`config.mk`:
```
export PLATFORM = sky130hd
export DESIGN_NAME = debounce_multi
export DESIGN_NICKNAME = d
export VERILOG_FILES = /design/src/rtl/debounce_pkg.sv /design/src/rtl/debounce_chan.sv /design/src/rtl/debounce_multi.sv
export SDC_FILE = /design/constraint.sdc
export NUM_CORES = 1
export LEC_CHECK = 0
export CORE_UTILIZATION = 55
export CTS_BUF_LIST = sky130_fd_sc_hd__clkbuf_4 sky130_fd_sc_hd__clkbuf_8 sky130_fd_sc_hd__clkbuf_16
export CTS_CLUSTER_SIZE = 40
export DETAILED_ROUTE_END_ITERATION = 8
export PLACE_DENSITY_LB_ADDON = 0.15
export SLEW_MARGIN = 20
export SYNTH_ARGS = -nofsm -noshare
export SYNTH_HDL_FRONTEND = slang
export SYNTH_SLANG_ARGS = --single-unit
```
`constraint.sdc`:
```
create_clock -name clk -period 6.07 [get_ports clk]
set_clock_uncertainty 0.2 [all_clocks]
set_input_delay 1.214 -clock clk [delete_from_list [all_inputs] [get_ports clk]]
set_output_delay 1.214 -clock clk [all_outputs]
set_load 0.01 [all_outputs]
```
`src/rtl/debounce_pkg.sv`:
```
// Shared types and helpers for the multi-channel debouncer.
// Optional long-press detection is enabled with DEBOUNCE_LONGPRESS_EN.
package debounce_pkg;

    typedef enum logic {
        ST_STABLE = 1'b0,
        ST_CHANGE = 1'b1
    } deb_state_t;

    // Converts a time in ms at a clock in MHz into a cycle count.
    function automatic int calc_cycles(input int freq_mhz, input int ms);
        return freq_mhz * 1000 * ms;
    endfunction

endpackage

```
`src/rtl/debounce_chan.sv`:
```
// One debounce channel: synchroniser, stable-time qualifier, edge pulses and,
// with DEBOUNCE_LONGPRESS_EN defined, a saturating long-press hold counter.
//
// state     | meaning
// ST_STABLE | synchronised input matches o_level, counter idle
// ST_CHANGE | counting consecutive samples that differ from o_level
module debounce_chan
    import debounce_pkg::*;
#(
    parameter int unsigned DELAY_CYC   = 8,
`ifdef DEBOUNCE_LONGPRESS_EN
    parameter int unsigned LONG_CYC    = 32,
`endif
    parameter int          SYNC_STAGES = 2,
    parameter logic        RST_VAL     = 1'b0
) (
    input  logic clk,
    input  logic rst_n,
    input  logic i_sig,
    output logic o_level,
    output logic o_rise,
    output logic o_fall,
    output logic o_long
);

    localparam int CW = $clog2(DELAY_CYC + 1);
    localparam logic [CW-1:0] TC = CW'(DELAY_CYC - 1);

    logic [SYNC_STAGES-1:0] r_sync;
    deb_state_t             r_state;
    logic [CW-1:0]          r_cnt;
    logic                   r_level;
    logic                   r_rise;
    logic                   r_fall;

    deb_state_t             w_state_nxt;
    logic [CW-1:0]          w_cnt_nxt;
    logic                   w_flip;
    logic                   w_s;

    assign w_s = r_sync[SYNC_STAGES-1];

    always_ff @(posedge clk or negedge rst_n) begin
        if (!rst_n) begin
            r_sync <= {SYNC_STAGES{RST_VAL}};
        end else begin
            r_sync <= {r_sync[SYNC_STAGES-2:0], i_sig};
        end
    end

    always_ff @(posedge clk or negedge rst_n) begin
        if (!rst_n) begin
            r_state <= ST_STABLE;
            r_cnt   <= '0;
            r_level <= RST_VAL;
            r_rise  <= 1'b0;
            r_fall  <= 1'b0;
        end else begin
            r_state <= w_state_nxt;
            r_cnt   <= w_cnt_nxt;
            r_level <= r_level ^ w_flip;
            r_rise  <= w_flip & ~r_level;
            r_fall  <= w_flip & r_level;
        end
    end

    // The counter holds the number of new-value samples seen so far, so the
    // D-th sample is recognised while the counter still reads D-1.
    always_comb begin
        w_state_nxt = r_state;
        w_cnt_nxt   = r_cnt;
        w_flip      = 1'b0;
        unique case (r_state)
            ST_STABLE: begin
                w_cnt_nxt = '0;
                if (w_s != r_level) begin
                    if (DELAY_CYC <= 1) begin
                        w_flip = 1'b1;
                    end else begin
                        w_state_nxt = ST_CHANGE;
                        w_cnt_nxt   = CW'(1);
                    end
                end
            end
            ST_CHANGE: begin
                if (w_s == r_level) begin
                    w_state_nxt = ST_STABLE;
                    w_cnt_nxt   = '0;
                end else if (r_cnt >= TC) begin
                    w_flip      = 1'b1;
                    w_state_nxt = ST_STABLE;
                    w_cnt_nxt   = '0;
                end else begin
                    w_cnt_nxt = r_cnt + 1'b1;
                end
            end
        endcase
    end

    assign o_level = r_level;
    assign o_rise  = r_rise;
    assign o_fall  = r_fall;

`ifdef DEBOUNCE_LONGPRESS_EN
    localparam int LW = $clog2(LONG_CYC + 1);

    logic [LW-1:0] r_hold;
    logic          r_long;

    // Saturates at LONG_CYC so the pulse fires once per press.
    always_ff @(posedge clk or negedge rst_n) begin
        if (!rst_n) begin
            r_hold <= '0;
            r_long <= 1'b0;
        end else begin
            r_long <= 1'b0;
            if (!r_level) begin
                r_hold <= '0;
            end else if (r_hold != LW'(LONG_CYC)) begin
                r_hold <= r_hold + 1'b1;
                r_long <= (r_hold == LW'(LONG_CYC - 1));
            end
        end
    end

    assign o_long = r_long;
`else
    assign o_long = 1'b0;
`endif

endmodule

```
`src/rtl/debounce_multi.sv`:
```
// Multi-channel debouncer: CH independent debounce_chan instances.
// Long-press pulses are generated only when DEBOUNCE_LONGPRESS_EN is defined.
module debounce_multi
    import debounce_pkg::*;
#(
    parameter int          CH            = 4,
    parameter int          DELAY_MS      = 50,
    parameter int          FREQ_MHZ      = 25,
    parameter int          SYNC_STAGES   = 2,
    parameter logic [CH-1:0] RST_VAL     = '0,
    parameter int          SIM_DELAY_CYC = 0
`ifdef DEBOUNCE_LONGPRESS_EN
    ,
    parameter int          LONG_MS       = 1000
`endif
) (
    input  logic          clk,
    input  logic          rst_n,
    input  logic [CH-1:0] i_sig,
    output logic [CH-1:0] o_level,
    output logic [CH-1:0] o_rise,
    output logic [CH-1:0] o_fall,
    output logic [CH-1:0] o_long
);

    localparam int unsigned DELAY_CYC = (SIM_DELAY_CYC != 0) ?
        32'(SIM_DELAY_CYC) : 32'(calc_cycles(FREQ_MHZ, DELAY_MS));

`ifdef DEBOUNCE_LONGPRESS_EN
    localparam int unsigned LONG_CYC = (SIM_DELAY_CYC != 0) ?
        32'(4 * SIM_DELAY_CYC) : 32'(calc_cycles(FREQ_MHZ, LONG_MS));
`endif

    for (genvar gi = 0; gi < CH; gi++) begin : g_chan
        debounce_chan #(
            .DELAY_CYC   (DELAY_CYC),
`ifdef DEBOUNCE_LONGPRESS_EN
            .LONG_CYC    (LONG_CYC),
`endif
            .SYNC_STAGES (SYNC_STAGES),
            .RST_VAL     (RST_VAL[gi])
        ) u_chan (
            .clk     (clk),
            .rst_n   (rst_n),
            .i_sig   (i_sig[gi]),
            .o_level (o_level[gi]),
            .o_rise  (o_rise[gi]),
            .o_fall  (o_fall[gi]),
            .o_long  (o_long[gi])
        );
    end

endmodule

```
== Word-level counts from Yosys, hierarchy flattened ==
Cells that the tools add are included.

* Equality and inequality tests: 8
* Mux-type cells: 44
* Bitwise gates (word level): 20
* $add $sub $neg: 4
* Magnitude comparators: 4

{| class="wikitable"
|+ Operators by type and width
! cell !! count
|-
| 21-bit two-way mux || 8
|-
| 21-bit one-hot mux with 2 select lines || 4
|-
| 21-bit by 1-bit adder with 21-bit output (second input constant) || 4
|-
| 21-bit >= comparator (second input constant) || 4
|-
| 1-bit two-way mux || 28
|-
| 1-bit bitwise AND || 8
|-
| 1-bit inverter || 8
|-
| 1-bit one-hot mux with 2 select lines || 4
|-
| 1-bit == test || 4
|-
| 1-bit != test || 4
|-
| 1-bit bitwise XOR || 4
|}

* Output and inout bits: 16
* Bits in registers: 108

== Longest topological paths before layout ==
* Depth in word-level cells: 5
* Mapped depth: 8

== Modules after synthesis ==
From an unflattened synthesis, not the netlist that was laid out.

* Cells, all modules: 540
* Area, all modules: 5570.3 um^2

{| class="wikitable"
|+ By module, submodules not included
! module !! times used !! seq. area each (um^2) !! area each (um^2) !! cells an instance
|-
| debounce_chan || 4 || 675.6 || 1392.6 || 135
|}

== Worst setup path after synthesis ==
Ideal clock, no wire load.

* Path type: flip-flop to flip-flop
* Start point: register g_chan[1].u_chan.r_cnt[0]
* End point: register g_chan[1].u_chan.r_level
* Cell stages (with the launch flop): 9
* Library setup time: 0.113 ns
* Buffers on the path: 0
* Slack: 3.988 ns
* Data arrival time: 1.769 ns
* Path through: dfrtp_1 -> ha_1 -> nand3_1 -> nor2_1 -> a31o_2 -> or2b_1 -> nor2b_1 -> ha_1 -> inv_1

* Longest elaborated chain between the ends: 5

{| class="wikitable"
|+ RTL lines
! item !! RTL line !! text
|-
| start: declaration || debounce_chan.sv:31 || <nowiki>logic [CW-1:0] r_cnt;</nowiki>
|-
| start signal: assignment || debounce_chan.sv:60 || <nowiki>r_cnt <= w_cnt_nxt;</nowiki>
|-
| 21-bit >= comparator || debounce_chan.sv:89 || <nowiki>end else if (r_cnt >= TC) begin</nowiki>
|-
| 1-bit two-way mux || debounce_chan.sv:89 ||
|-
| 1-bit two-way mux || debounce_chan.sv:86 || <nowiki>if (w_s == r_level) begin</nowiki>
|-
| 1-bit two-way mux || debounce_chan.sv:73 || <nowiki>unique case (r_state)</nowiki>
|-
| 1-bit bitwise XOR || debounce_chan.sv:61 || <nowiki>r_level <= r_level ^ w_flip;</nowiki>
|-
| end signal: assignment || debounce_chan.sv:61 ||
|-
| end: declaration || debounce_chan.sv:32 || <nowiki>logic r_level;</nowiki>
|}

Every way passes these cells.

== Worst setup path after layout ==
* Start point: register g_chan[0].u_chan.r_level
* End point: output o_level[0]

{| class="wikitable"
|+ RTL lines
! item !! RTL line !! text
|-
| start: declaration || debounce_chan.sv:32 ||
|-
| start signal: assignment || debounce_chan.sv:61 ||
|-
| end: declaration || debounce_multi.sv:20 || <nowiki>output logic [CH-1:0] o_level,</nowiki>
|}

No word-level cell between the ends.

==> run_results.csv <==
group,metric,value,unit
status,status,"completed",
global_route,grt_max_degree,62,
critical_path,slowest_stage,"clkdlybuf4s50_1",
critical_path,end_kind,"output port",
critical_path,endpoint,"o_level[0]",
detailed_routing,via_per_inst,5.470,
synth,ys_types,47,
synth,synth_seq_cells,108,
floorplan,start_util,57.34,%
placement,place_congestion,0.8144,
clock_tree,root_buffer,"clkbuf_8",
clock_tree,htreeDepth,3,
clock_tree,holdBufCountCts,0,
synth,synth-xor-area-share,12.06,%
sta,max_freq,0.3574,GHz
sta,slew_viol_final,0,
sta,hold_viol_final,0,
placement,dp.cells,677,
clock_tree,cts_sinks,108,
pwr,vdd_drop_max,0.1475,mV
sta,tightest_slew,0.8568,ns
critical_path,critical_path_buf_inv_count,1,
critical_path,crit_path_cell_trace,"clkdlybuf4s50_1",
detailed_routing,ant_nets,0,
detailed_routing,first_iter_violations,179,
synth,synth_fa_ha_area_share,2.794,%
global_route,grt_pass1_vias,3633,
critical_path,crit_start,"g_chan[0].u_chan.o_level",
floorplan,row_count,35,
clock_tree,cts_max_path_buffers,2,
critical_path,rr_endpoint,"g_chan[3].u_chan.r_cnt[8]",
layout,final_net_count,577,
pwr,p_per_area,206.5,nW/um^2
synth,synth_ff_type,"dfrtp_1",
pwr,cellLeakagePower,2.343,nW
clock_tree,cts_tree,"done",
critical_path,path_class,"flop to output port",
clock_tree,path_clk_slew,0.10,ns
sta,rsz0062_at_grt,"false",
global_route,antenna_found_initial,0,
layout,fin_cells,692,
synth,syn_area,5374,sq um
critical_path,crit_family,"buffers and inverters",
synth,synth_top_area_share,50.29,%
layout,layout.area.seq,2703,sq um
critical_path,critPathRequiredTime,4.66,ns
detailed_routing,wl_per_cell,13.58,um
sta,final.setup.tns,0,ns
global_route,grt_usage,20.71,%
clock_tree,cts_setup_buffers,0,
global_route,grt_remaining_overflow,0,
floorplan,fp.dieW,100.8,um
critical_path,critPathMaxFanout,4,
sta,fin_crit,2.798,ns
global_route,grt_pass1_wl,16700,um
critical_path,rr_worst_depth,5,
layout,area_growth,5.960,%
detailed_routing,vias,3785,
clock_tree,cts_repair_resize_count,0,
critical_path,r2r_slack,3.59,ns
job,drv_cap,0,
pwr,finalPower,1.176,mW
floorplan,core_area,9371,sq um
layout,multi_input_area,2405,sq um
synth,yosysWarnings,0,
synth,synth_compound_area_share,5.052,%
synth,synth.avg_cell_area,9.648,sq um
synth,ys_async_sr_fraction,100.0,%
sta,finalSetupViolations,0,
sta,finalCritPeriodShare,46.10,%
critical_path,start_kind,"flop",
critical_path,timing.rr.start,"g_chan[3].u_chan.r_cnt[11]",
floorplan,die_area,10170,sq um
clock_tree,cts_buffers,9,
layout,n_antenna_cell,0,
placement,port_buffers,17,
synth,synth_cells,557,
synth,yosys.area_share.simple,24.56,%
sta,slew_headroom,42.71,%
detailed_routing,drc_errors,0,
critical_path,max_stage_delay,0.57,ns
floorplan,fp.dieH,100.8,um
synth,synth_area_leaders,"dfrtp_1, nor2_1, xnor2_1, xor2_1, nand3_1",
min_path,hold_path.class,"flop to flop",
synth,synth.area.mux_share,0,%
layout,fill_cells,800,
layout,drive_gt1_share,4.440,%
critical_path,critical_path_depth,1,
synth,synth_edf_count,0,
floorplan,num_io_pins,22,
clock_tree,clk_latency,0.37,ns
detailed_routing,totalWireLength,9394,um
critical_path,worstPathArrival,1.38,ns
synth,synth_top_family_by_area,"simple AND/OR/NAND/NOR gates",
placement,place_hpwl,6186,um
synth,yosysTopAreaCell,"dfrtp_1",
synth,seq_area_frac_synth,50.29,%
detailed_routing,dr.pass1.iters,5,
## logic make-up (layout without fill, tap and decap cells)
family / count (synthesis) / in the layout
other cells: 1 / 4
xor+xnor: 74 / 74
compound gates: 42 / 42
fa+ha+maj: 12 / 12
simple gates: 269 / 269
flops: 108 / 108
buf+inv: 51 / 54
## metrics by stage
stage	hold slack (ns)	area (sq um)	setup slack [ns]	utilization [%]
finish	0.1582	5694	3.272	60.76
global placement	0.1341	5523	3.402	58.93
floorplan	0.1312	5385	3.988	-
global route	0.1698	5694	3.226	60.76
CTS	0.1601	5694	3.244	60.76
detailed placement	0.1347	5523	3.381	58.93
## synth_stat cells, types with 6 or more instances
library cell    n
inv_1          21
buf_2           8
nand3_1        34
nor4_1          6
buf_4          16
dfrtp_1       108
nor2_1        110
nand4_1        22
ha_1           12
xnor2_1        42
nand2_1        33
xor2_1         32
nor3_1         27
a21oi_1        17
o21ai_0         6
and3_1          6
and4_1          6
## flip-flops by register name, summed over array words and instances, names as in the netlist
signal and flops:
g_chan.u_chan.o_fall 4, g_chan.u_chan.o_level 4, g_chan.u_chan.o_rise 4, g_chan.u_chan.r_cnt 84
g_chan.u_chan.r_state 4, g_chan.u_chan.r_sync 8
## worst min-delay path by stage
| stage | to | cells after the start | startpoint |
|---|---|---|---|
| global route | g_chan[3].u_chan.r_sync[1] | 0 | g_chan[3].u_chan.r_sync[0] |
| floorplan | g_chan[0].u_chan.r_sync[1] | 0 | g_chan[0].u_chan.r_sync[0] |
| CTS | g_chan[1].u_chan.r_sync[1] | 0 | g_chan[1].u_chan.r_sync[0] |
| finish | g_chan[1].u_chan.r_sync[1] | 0 | g_chan[1].u_chan.r_sync[0] |
| global placement | g_chan[0].u_chan.r_sync[1] | 0 | g_chan[0].u_chan.r_sync[0] |
| detailed placement | g_chan[1].u_chan.r_sync[1] | 0 | g_chan[1].u_chan.r_sync[0] |
## cell type report
| cell class | instances | share of cell area [%] |
|---|---|---|
| inverters | 21 | 1.384 |
| clock buffers | 9 | 2.175 |
| multi-input cells | 401 | 42.23 |
| well taps | 129 | 2.835 |
| flip-flops and latches | 108 | 47.46 |
| repair buffers | 18 | 3.076 |
| clock inverters | 6 | 0.8350 |
## layout by cell type (no fill, tap or decap), drive strengths merged, types with 2 or more instances in the layout
cell type / instances
nand3: 34
o31ai: 5
nor4b: 2
and2: 2
a21oi: 17
buf: 2
nand4bb: 4
and3: 6
nand4: 23
nand3b: 4
nand2: 33
dfrtp: 108
or3b: 2
nor4: 7
nand2b: 3
nor2: 110
nor3: 27
and4: 7
xor2: 32
xnor2: 42
ha: 12
inv: 25
o21ai: 7
a41oi: 4
conb: 4
clkbuf: 9
a31oi: 2
clkdlybuf4s50: 16
## where the power goes
group / internal, mW / switching [mW]
clock network: 0.152 / 0.252
registers: 0.726 / 0.00650
logic: 0.00975 / 0.0290
## per-layer routing
metal	vias to the layer above	global-route usage, %	part of all wire, %	wire length (um)
met2	55	34.04	47	4394
met3	6	4.716	3.0	282
li1	1870	-	-	-
met4	0	6.243	0.82	77
met5	-	0	0	0
met1	1854	27.49	49	4640
Note: power is estimated with default switching activity, not from simulation.
